`config.mk`:
```
export PLATFORM = sky130hd
export DESIGN_NAME = spi_mem_bridge
export DESIGN_NICKNAME = d
export VERILOG_FILES = /design/src/rtl/cocofdc_pkg.sv /design/src/rtl/spi_mem_cycle.sv /design/src/rtl/spi_mem_bridge.sv
export SDC_FILE = /design/constraint.sdc
export NUM_CORES = 1
export LEC_CHECK = 0
export CAP_MARGIN = 5
export CORE_MARGIN = 2
export CORE_UTILIZATION = 46
export DETAILED_ROUTE_END_ITERATION = 7
export DONT_BUFFER_PORTS = 1
export PLACE_DENSITY = 0.6
export SETUP_SLACK_MARGIN = 0.4
export SYNTH_ARGS = -nofsm -noshare
export SYNTH_HDL_FRONTEND = slang
export SYNTH_SLANG_ARGS = --single-unit
```
`constraint.sdc`:
```
create_clock -name clock_50 -period 3.37 [get_ports clock_50]
set_input_delay 0.5055 -clock clock_50 [delete_from_list [all_inputs] [get_ports clock_50]]
set_output_delay 0.5055 -clock clock_50 [all_outputs]
set_load 0.01 [all_outputs]
```
`src/rtl/cocofdc_pkg.sv`:
```
// Shared opcodes, FSM states and constants for the SPI-to-cartridge-memory bridge.
package cocofdc_pkg;

  localparam logic [7:0] CMD_SETADDR = 8'h01;
  localparam logic [7:0] CMD_WRITE   = 8'h02;
  localparam logic [7:0] CMD_READ    = 8'h03;
  localparam logic [7:0] CMD_REQ     = 8'h04;
  localparam logic [7:0] CMD_REL     = 8'h05;
  localparam logic [7:0] CMD_STAT    = 8'h06;
  localparam logic [7:0] NOWN_FILL   = 8'hEE;

  typedef enum logic [2:0] {IDLE, ADDR, WLEN, WDATA, RLEN, RDATA} state_t;

  // A length byte of zero encodes a full 256-byte burst.
  function automatic logic [8:0] burst_len(input logic [7:0] b);
    return (b == 8'h00) ? 9'd256 : {1'b0, b};
  endfunction

endpackage

```
`src/rtl/spi_mem_cycle.sv`:
```
// Timed strobe generator: one write (WE_CYCLES) or read (RD_LAT) cycle per start.
module spi_mem_cycle #(
  parameter int RD_LAT    = 2,
  parameter int WE_CYCLES = 6
) (
  input  logic clk,
  input  logic reset,
  input  logic start,
  input  logic rw,
  input  logic abort,
  output logic busy,
  output logic mem_we,
  output logic mem_oe,
  output logic done
);
  localparam int MAXC = (RD_LAT > WE_CYCLES) ? RD_LAT : WE_CYCLES;
  localparam int CW   = $clog2(MAXC + 1);

  logic [CW-1:0] cnt;

  // done marks the last strobe cycle so the owner can sample read data on the same edge.
  assign done = busy & (cnt == '0);

  always_ff @(posedge clk) begin
    if (reset) begin
      busy   <= 1'b0;
      mem_we <= 1'b0;
      mem_oe <= 1'b0;
      cnt    <= '0;
    end else if (abort || done) begin
      busy   <= 1'b0;
      mem_we <= 1'b0;
      mem_oe <= 1'b0;
    end else if (busy) begin
      cnt <= cnt - 1'b1;
    end else if (start) begin
      busy   <= 1'b1;
      mem_we <= rw;
      mem_oe <= ~rw;
      cnt    <= rw ? CW'(WE_CYCLES - 1) : CW'(RD_LAT - 1);
    end
  end

endmodule

```
`src/rtl/spi_mem_bridge.sv`:
```
// Decodes SPI command bytes and drives burst reads/writes on the cartridge memory bus.
module spi_mem_bridge
  import cocofdc_pkg::*;
#(
  parameter int ADDR_W     = 16,
  parameter int ADDR_BYTES = 2,
  parameter int RD_LAT     = 2,
  parameter int WE_CYCLES  = 6
) (
  input  logic              clock_50,
  input  logic              reset,
  input  logic              rx_valid,
  input  logic [7:0]        rx_data,
  output logic [7:0]        tx_data,
  output logic              bus_req,
  input  logic              bus_gnt,
  output logic              spi_control,
  output logic [ADDR_W-1:0] mem_addr,
  output logic [7:0]        mem_wdata,
  input  logic [7:0]        mem_rdata,
  output logic              mem_we,
  output logic              mem_oe,
  output logic              busy
);
  state_t            state;
  logic [ADDR_W-1:0] addr;
  logic [8:0]        count, cnt_dec, count_n;
  logic [3:0]        abyte;
  logic              ovr, nown, burst_nown;
  logic              start, rw, own, cyc_live;
  logic              cyc_busy, cyc_we, cyc_oe, cyc_done;

  spi_mem_cycle #(.RD_LAT(RD_LAT), .WE_CYCLES(WE_CYCLES)) u_cycle (
    .clk(clock_50), .reset(reset), .start(start), .rw(rw), .abort(~spi_control),
    .busy(cyc_busy), .mem_we(cyc_we), .mem_oe(cyc_oe), .done(cyc_done)
  );

  assign mem_addr = addr;
  assign mem_we   = cyc_we & spi_control;
  assign mem_oe   = cyc_oe & spi_control;
  assign busy     = cyc_busy;

  always_comb begin
    own      = spi_control & ~burst_nown;
    cnt_dec  = (count != 9'd0) ? count - 9'd1 : 9'd0;
    count_n  = rx_valid ? cnt_dec : count;
    cyc_live = cyc_busy & ~cyc_done & spi_control;
    start    = 1'b0;
    rw       = 1'b0;
    case (state)
      WDATA: if (rx_valid && !cyc_busy && count != 9'd0 && own) begin
        start = 1'b1;
        rw    = 1'b1;
      end
      RLEN:  start = rx_valid & spi_control;
      // The final dummy byte only closes the burst; it does not fetch past it.
      RDATA: start = rx_valid & ~cyc_busy & (count > 9'd1) & own;
      default: ;
    endcase
  end

  always_ff @(posedge clock_50) begin
    if (reset) begin
      state       <= IDLE;
      addr        <= '0;
      count       <= '0;
      abyte       <= '0;
      tx_data     <= 8'h00;
      bus_req     <= 1'b0;
      spi_control <= 1'b0;
      ovr         <= 1'b0;
      nown        <= 1'b0;
      burst_nown  <= 1'b0;
      mem_wdata   <= 8'h00;
    end else begin
      spi_control <= bus_req & bus_gnt;
      // Grant lost under an in-flight strobe: finish the burst without the bus.
      if (cyc_busy && !spi_control) begin
        nown       <= 1'b1;
        burst_nown <= 1'b1;
        if (cyc_oe) tx_data <= NOWN_FILL;
      end
      if (cyc_done && spi_control) begin
        addr <= addr + ADDR_W'(1);
        if (cyc_oe) tx_data <= mem_rdata;
      end
      case (state)
        IDLE: if (rx_valid) begin
          case (rx_data)
            CMD_SETADDR: begin state <= ADDR; abyte <= '0; end
            CMD_WRITE:   state <= WLEN;
            CMD_READ:    state <= RLEN;
            CMD_REQ:     bus_req <= 1'b1;
            CMD_REL:     bus_req <= 1'b0;
            CMD_STAT: begin
              tx_data <= {spi_control, bus_req, ovr, nown, 4'b0000};
              ovr     <= 1'b0;
              nown    <= 1'b0;
            end
            default: ;
          endcase
        end
        ADDR: if (rx_valid) begin
          addr <= ADDR_W'({addr, rx_data});
          if (abyte == 4'(ADDR_BYTES - 1)) state <= IDLE;
          else abyte <= abyte + 4'd1;
        end
        WLEN, RLEN: if (rx_valid) begin
          count      <= burst_len(rx_data);
          burst_nown <= ~spi_control;
          if (!spi_control) nown <= 1'b1;
          if (state == RLEN && !spi_control) tx_data <= NOWN_FILL;
          state <= (state == WLEN) ? WDATA : RDATA;
        end
        default: begin
          if (rx_valid) begin
            // Overrun bytes still count so the host's framing stays aligned.
            count <= cnt_dec;
            if (cyc_busy) ovr <= 1'b1;
            else if (start) begin
              if (state == WDATA) mem_wdata <= rx_data;
            end else if (state == WDATA || cnt_dec != 9'd0) begin
              if (state == RDATA) tx_data <= NOWN_FILL;
              if (!spi_control) begin
                nown       <= 1'b1;
                burst_nown <= 1'b1;
              end
            end
          end
          if (count_n == 9'd0 && !cyc_live && !start) state <= IDLE;
        end
      endcase
    end
  end

endmodule
```
## Yosys cells after proc, flatten, opt, wreduce, memory -nomap -nowiden

Index checks and enable logic that the tools add are counted.

- Bits in registers: 59
- Output and inout port bits: 37

- $add $sub $neg: 4
- Order comparisons: 1
- Eq/ne operators: 20
- Multiplexer cells: 67
- Bitwise logic cells: 20
- Reductions and logical operators: 38

Operator list:

| kind | number |
|---|---|
| $mux W8 | 13 |
| $mux W16 | 3 |
| $mux W9 | 4 |
| $mux W3 | 9 |
| $eq A8 B3 Y1 const B | 3 |
| $mux W1 | 24 |
| $pmux W8 S3 | 1 |
| $pmux W3 S3 | 2 |
| $pmux W9 S2 | 1 |
| $reduce_bool A9 Y1 | 2 |
| $add A16 B1 Y16 const B | 1 |
| $eq A8 B2 Y1 const B | 2 |
| $mux W4 | 4 |
| $and A1 B1 Y1 | 11 |
| $ne A2 B2 Y1 const B | 5 |
| $reduce_and A5 Y1 | 2 |
| $gt A9 B1 Y1 const B | 1 |
| $logic_not A9 Y1 | 1 |
| $not A1 Y1 | 9 |
| $sub A9 B1 Y9 const B | 1 |
| $eq A8 B1 Y1 const B | 1 |
| $logic_and A1 B1 Y1 | 8 |
| $logic_not A8 Y1 | 1 |
| $pmux W4 S2 | 1 |
| other kinds (22) | 40 |

## Depth between registers and ports, before layout

Gate-level depths: netlist (run 1).

- Word-level depth: 11
- Depth in mapped cells: 9

## Cells and area by module

A second synthesis (run 1) with hierarchy kept.

- Cells, all modules: 452
- Area total of the unflattened synthesis: 3,593.4 um^2

Modules (own cells, without submodules):

| module | times used | cells an instance | area an instance (um^2) | sequential area each (um^2) |
|---|---|---|---|---|
| spi_mem_bridge | 1 | 418 | 3,269.4 | 1,061.0 |
| spi_mem_cycle | 1 | 34 | 324.1 | 120.1 |

## Worst setup path before layout (run 1)

OpenSTA, ideal clock, no wires.

- Path kind: flip-flop to flip-flop
- Start: register count[0]
- End: register state[1]
- Arrival time: 2,321 ps
- Path slack: 963 ps
- Cell stages (with the launch flop): 10
- Buffers on the path: 1
- Period minus slack after synthesis: 2,407 ps
- Cell sequence: dfxtp_1 > buf_4 > inv_1 > ha_1 > or4b_1 > or4_1 > nand2_1 > nor4_2 > a31o_4 > a221oi_2

- Word-level cells in the longest chain between the ends: 9
- Elaborated cells between the ends (all ways): 17
- Those cells by class: add/sub: 1; order compare: 1; mux: 4; bitwise: 2; reduce/logical: 9

Ends and longest elaborated chain:

| what | RTL line | RTL |
|---|---|---|
| start: declaration | spi_mem_bridge.sv:27 | `logic [8:0] count, cnt_dec, count_n;` |
| start signal: assignment | spi_mem_bridge.sv:109 | `count <= burst_len(rx_data);` |
| start signal: assignment | spi_mem_bridge.sv:118 | `count <= cnt_dec;` |
| parallel branches: the longest is 6 deep, another holds $sub A9 B1 Y9 | n/a |  |
| $logic_and A1 B1 Y1 (*) | spi_mem_bridge.sv:130 | `if (count_n == 9'd0 && !cyc_live && !start) state <= IDLE;` |
| $reduce_bool A4 Y1 (no line) (*) | n/a |  |
| $reduce_and A6 Y1 (no line) (*) | n/a |  |
| end signal: assignment | spi_mem_bridge.sv:113 | `state <= (state == WLEN) ? WDATA : RDATA;` |
| end: declaration | spi_mem_bridge.sv:25 | `state_t state;` |

Mark *: on every way between the ends.
A chain may end at the register's enable or synchronous reset.

## Final worst setup path (run 1)

- Start: register count[1]
- End: register state[2]

Same word-level chain as after synthesis.

==> flow_summary.yaml, run 1 <==
floorplanning:
  coreArea_um2: 7730
  chipWidth_um: 93.4
  die_h_um: 93.4
  rows: 32
  die-area_um2: 8720
  ioPinCount: 57
  start_util_pct: 47.5
global_routing:
  grt_pass1_vias: 3238
  grt_overflow: 0
  antenna_found_initial: 0
  grt_pass1_wl_mm: 16.1
  grt_max_degree: 57
  track_usage_pct: 23.3
power_and_ir_drop:
  ir_drop_v: 0.000205
  power_leakage_nw: 1.47
  power_density_nw_per_um2: 372
setup_path:
  cp_data_required_time_ps: 3650
  ff2ff_setup_slack_ps: 680
  crit_type: "flip-flop to flip-flop"
  setup.worst_path.end_class: "flip-flop"
  crit_fanout: 8
  worstSetupStartpointType: "flip-flop"
  arrival_ps: 2970
logic_synthesis:
  post-synth-top-area-cell: "dfxtp_1"
  ys.warnings.count: 0
  yosysUniqueCellTypes: 75
  yosys.area_share.adder_pct: 2.66
  synth_top_cells_by_count: "dfxtp_1, nor2_1, nand2_1, a21oi_1, nand3_1"
  synth_ff_type: "dfxtp_1"
  synth-seq-area-share_pct: 32.2
  yosys-top-cells-area: "dfxtp_1, nor2_1, mux2i_1, nand2_1, a211oi_1"
  netlist.area_leader.share_pct: 32.2
  synth_top_family_by_area: "simple AND/OR/NAND/NOR gates"
  yosys.cell_count.top_type: "dfxtp_1"
  synth-edff-count: 0
  synth_nets: 475
  synth_cells: 448
  ys_seq_elements: 59
  synth_xor_area_share_pct: 3.81
  synthesis.area_um2: 3670
  postSynth.asyncResetShare_pct: 0
  synth.avg_cell_area_um2: 8.20
  muxShareOfSynthArea_pct: 4.39
  synth_compound_area_share_pct: 20.6
  synth-simple-area-share_pct: 29.2
cells_and_area:
  multiInputGateArea_um2: 2230
  ff_latch_area_um2: 1180
  antenna-diode-count: 0
  syn2layout_area_growth_pct: 3.92
  fin_nets: 460
  drive_gt1_share_pct: 10.5
  nFillCells: 754
cts:
  holdBufCountCts: 0
  numCtsBuffers: 9
  cts_num_sinks: 59
  post-cts-setup-buffers: 0
  ctsHtreeMaxLevel: 3
  cts_tree: "done"
  cts_max_path_buffers: 2
  clkSlewWorstSetupHoldPaths_ps: 90
  ctsResizeCount: 0
  clk_latency_ps: 360
  cts_root_buf: "clkbuf_8"
route:
  ant_nets: 0
  remaining_drc_errors: 0
  drt_iter0_drc: 256
  wirelength_mm: 9.71
  via_per_inst: 6.15
  dr.pass1.iters: 4
  vias: 3320
  wire_per_inst_um: 18.0
placed_design:
  dpl.hpwl_mm: 6.91
  portBuffers: 0
  place_congestion: 0.855
timing:
  worst_pin_slew_ps: 805
  drv_slew: 0
  finalHoldViolCount: 0
  finalClockSkew_ps: 13.8
  min_period_ps: 2690
  finalSetupViolCount: 0
  fmax_mhz: 372
  finalCritPeriodShare_pct: 79.8
  slew_headroom_pct: 46.2
  rsz0062_at_grt: "false"
  final.setup.tns_ps: 0
  hold_slack_ps: 214
status:
  status: "completed"
min_path:
  min_path_type: "input port to flip-flop"
run:
  drv_cap: 0
==> through the flow <==
stage          power, W  utilization, %  std cells  cell area, um^2  setup WS (ps)
5_1_grt         0.00147            49.4        540             3820            467
3_5_place_dp   0.000817            47.1        524             3640            718
6_report        0.00142            49.4        540             3820            682
4_1_cts         0.00143            49.4        540             3820            701
2_1_floorplan  0.000819               -        448             3670            963
3_3_place_gp   0.000815            47.1        524             3640            849
==> final cells by class <==
cell class                      count  share of cell area (%)
Timing Repair Buffer                6                    1.18
Multi-Input combinational cell    343                    58.4
Sequential cell                    59                    30.9
Inverter                           14                    1.41
Tap cell                          102                    3.34
Clock inverter                      7                    1.51
Clock buffer                        9                    3.24
==> path summary, 6_finish.rpt <==
| check | startpoint | end | depth (start not counted) |
|---|---|---|---|
| setup reg to reg | count[1] | state[2] | 8 |
| setup / recovery | count[1] | state[2] | 8 |
| hold reg to reg | abyte[3] | abyte[3] | 2 |
| hold / removal | reset | mem_addr[10] | 1 |
==> where the power goes <==
part	switching, W	total, W	internal [W]
Sequential	0.0000228	0.000730	0.000707
Clock	0.000342	0.000620	0.000278
Combinational	0.0000406	0.0000714	0.0000308
Total	0.000406	0.00142	0.00102
==> cell usage in the layout, fill, tap and decap left out, types with 4 or more instances in the layout <==
master / instances
a41oi_1: 4
nand4_1: 8
nand3b_1: 5
nand2_1: 40
or3_1: 7
xnor2_1: 6
nor4_1: 7
nand2b_1: 4
inv_1: 12
ha_1: 7
o21ai_0: 17
mux2i_1: 15
a21oi_1: 22
a211oi_1: 17
nor2_1: 55
o211ai_1: 6
or4_4: 4
and3_1: 5
dfxtp_1: 59
buf_4: 6
nor2b_1: 4
clkbuf_8: 9
a22oi_1: 5
and2_1: 5
nand3_1: 19
a31oi_1: 4
nor3_1: 8
xor2_1: 10
==> state kept, by name, summed over array words and instances (netlist names), 3 cells and up <==
register and flops:
abyte 4, count 9, mem_addr 16, mem_wdata 8
state 3, tx_data 8, u_cycle.cnt 3
==> layer usage <==
layer,vias to the layer above,track usage [%],wire (um)
met5,-,0,0
met4,0,8.09,213
met3,20,6.45,637
met2,98,36.5,4360
met1,1594,30.9,4510
li1,1608,-,-
==> logic make-up (layout without fill, tap and decap cells) <==
kind of cell	after synthesis	count (layout)
muxes	16	16
adders and majority gates	8	8
xor gates and xnor gates	16	16
DFF	59	59
AOI/OAI and AO/OA	105	105
buffers and inverters	46	36
and+or+nand+nor	198	198
==> critical path: stages (launching register included) <==
cell      delay, ps
dfxtp_1         360
inv_1           120
ha_1            310
or4b_1          510
o21ai_0         330
nand4_1         130
nor4_1          440
nand3_1         170
a221oi_2        240
Note: power is estimated with default switching activity, not from simulation.
==> inputs of run 2 (changes only) <==
- ABC_AREA: unset -> 1
- PLACE_DENSITY: 0.6 -> 0.62
- clock period: 3.37 -> 2.4 ns (I/O delays scaled with it)
==> flow_summary.yaml, run 2 <==
logic_synthesis:
  yosys.cell_count.top_type: "nand2_1"
  yosys-top-cells-area: "dfxtp_1, nand2_1, inv_1, nand3_1, o21ai_0"
  synthesis.area_um2: 3510
  synth_top_cells_by_count: "nand2_1, inv_1, dfxtp_1, nand3_1, nor2_1"
  yosysUniqueCellTypes: 43
  synth_nets: 548
  synth-seq-area-share_pct: 33.6
  synth-edff-count: 0
  ys.warnings.count: 0
  ys_seq_elements: 59
  postSynth.asyncResetShare_pct: 0
  synth_cells: 521
  netlist.area_leader.share_pct: 33.6
  synth.avg_cell_area_um2: 6.74
  synth_ff_type: "dfxtp_1"
  post-synth-top-area-cell: "dfxtp_1"
floorplanning:
  rows: 31
  die-area_um2: 8350
  coreArea_um2: 7330
  ioPinCount: 57
  chipWidth_um: 91.4
  die_h_um: 91.4
  start_util_pct: 47.9
global_routing:
  grt_max_degree: 24
  grt_overflow: 0
  use_met2_pct: 38.7
  track_usage_pct: 24.0
  grt_pass1_vias: 3445
  use_met1_pct: 29.6
  grt-busiest-layer: "met2"
  grt_pass1_wl_mm: 16.2
  gr-usage-met3_pct: 7.14
  antenna_found_initial: 0
cts:
  cts_root_buf: "clkbuf_8"
  ctsHtreeMaxLevel: 3
  cts_num_sinks: 59
  clkSlewWorstSetupHoldPaths_ps: 70
  numCtsBuffers: 9
  clk_latency_ps: 350
  cts_max_path_buffers: 2
  cts_tree: "done"
  holdBufCountCts: 0
placed_design:
  place_congestion: 0.884
  dpl_worst_slack_ps: 172
  dpl.hpwl_mm: 6.98
  portBuffers: 0
timing:
  final.setup.tns_ps: 0
  finalSetupViolCount: 0
  worst_pin_slew_ps: 445
  drv_slew: 0
  finalCritPeriodShare_pct: 80.5
  min_period_ps: 1930
  finalHoldViolCount: 0
  finalClockSkew_ps: 7.36
  rsz0062_at_grt: "true"
  fmax_mhz: 518
  slew_headroom_pct: 70.3
  setup_slack_ps: 468
route:
  ant_nets: 0
  drt_iter0_drc: 248
  vias: 3574
  dr.pass1.iters: 5
  via_per_inst: 5.54
  wirelength_mm: 9.83
  remaining_drc_errors: 0
  wire_per_inst_um: 15.2
power_and_ir_drop:
  switching_share_pct: 22.9
  power_leakage_nw: 1.91
  power_density_nw_per_um2: 507
  p_comb_share_pct: 3.2
  ir_drop_v: 0.000256
  pwr-share-seq_pct: 47.1
  clkPwrFrac_pct: 49.8
  p_sw_w: 0.000480
  internal_power_w: 0.00162
cells_and_area:
  largest_reg_flops: 16
  final_cell_mix: "nand2_1, inv_1, dfxtp_1"
  syn2layout_area_growth_pct: 17.7
  antenna-diode-count: 0
  final_common_cell: "nand2_1"
  fin_util_pct: 56.4
  drive_gt1_share_pct: 19.0
  fin_nets: 568
setup_path:
  reg2reg_to: "mem_addr[15]"
  arrival_ps: 2180
  cp_data_required_time_ps: 2650
  worstSetupStartpointType: "flip-flop"
  ff2ff_setup_slack_ps: 470
  crit_type: "flip-flop to flip-flop"
  setup.worst_path.end_class: "flip-flop"
  crit_fanout: 7
  r2r_start: "u_cycle.cnt[1]"
  rr_worst_depth: 13
status:
  status: "completed"
min_path:
  hp-start: "reset"
  min_to: "state[2]"
  hold_depth: 1
  min_path_type: "input port to flip-flop"
run:
  drv_cap: 0
run 2: cell types whose count changed after synthesis, sizes merged, moves of 7 or more:
cell / delta
clkbuf: -9
a211oi: -14
o21ai: +20
inv: +58
mux2i: -15
a21oi: +13
or3: -7
nand2: +75
nand3: +32
run 2: power by group through the flow:
stage               registers, W  clock network [W]  logic [W]
floorplan                0.00101                  0  0.0000561
global placement         0.00101                  0  0.0000633
detailed placement       0.00101                  0  0.0000640
CTS                     0.000987            0.00106  0.0000644
global route            0.000986            0.00111  0.0000766
finish                  0.000986            0.00104  0.0000670
run 2: worst max-delay path, cell delays in order, from the launching register on:
cell	delay (ps)
dfxtp_2	320
inv_2	80
ha_4	130
inv_2	30
nor2_4	130
nand2_4	90
or2_4	270
nor2_4	120
nand3_4	90
nor2_4	140
nand3_2	110
xnor2_2	160
o21bai_1	130
inv_1	50
run 2: area by class of cell:
type                       instances  area, um^2
multi-input combinational        374        2130
clock buffer                      10         138
tap                               99         124
inverter                          71         272
timing repair buffer              26         195
clock inverter                     6        88.8
fill                             689        3200
sequential                        59        1190
run 2: through the flow:
| step | instance area, um^2 | std cells | hold WS (ps) | total power, W |
|---|---|---|---|---|
| 2_1_floorplan | 3510 | 521 | 438 | 0.00106 |
| 3_3_place_gp | 3640 | 615 | 433 | 0.00107 |
| 3_5_place_dp | 3640 | 615 | 434 | 0.00107 |
| 4_1_cts | 3930 | 634 | 62.7 | 0.00211 |
| 5_1_grt | 4130 | 645 | 53.5 | 0.00217 |
| 6_report | 4130 | 645 | 71.1 | 0.00209 |
run 2: what timing repair did:
item                                    CTS  global route
hold endpoints to repair                  0             0
gates resized for setup                  12            39
pin swaps                                 4            24
gates cloned                              1             0
endpoints found under the setup margin   26            36
buffers inserted                          2            11
run 2: cell families after synthesis:
logic type	after synthesis	synth area share (%)
AND/OR/NAND/NOR	244	31.8
AO/OA/AOI/OAI	107	17.9
buffers and inverters	89	10.3
flip-flops	59	33.6
XOR/XNOR	14	3.49
adder cells (fa/ha/maj)	7	2.49
multiplexers	1	0.321
run 2: metal layers:
metal | share of wire, % | vias to the layer above
li1 | - | 1783
met1 | 43 | 1642
met2 | 49 | 124
met3 | 5.7 | 25
met4 | 2.7 | 0
met5 | 0 | -
run 2: worst max path at each step:
stage | start | slack, ps | end
detailed placement | count[0] | 170 | tx_data[4]
floorplan | count[0] | 540 | state[1]
CTS | count[0] | 410 | state[2]
global placement | count[0] | 280 | tx_data[4]
finish | u_cycle.cnt[1] | 470 | mem_addr[15]
global route | count[0] | 320 | state[1]
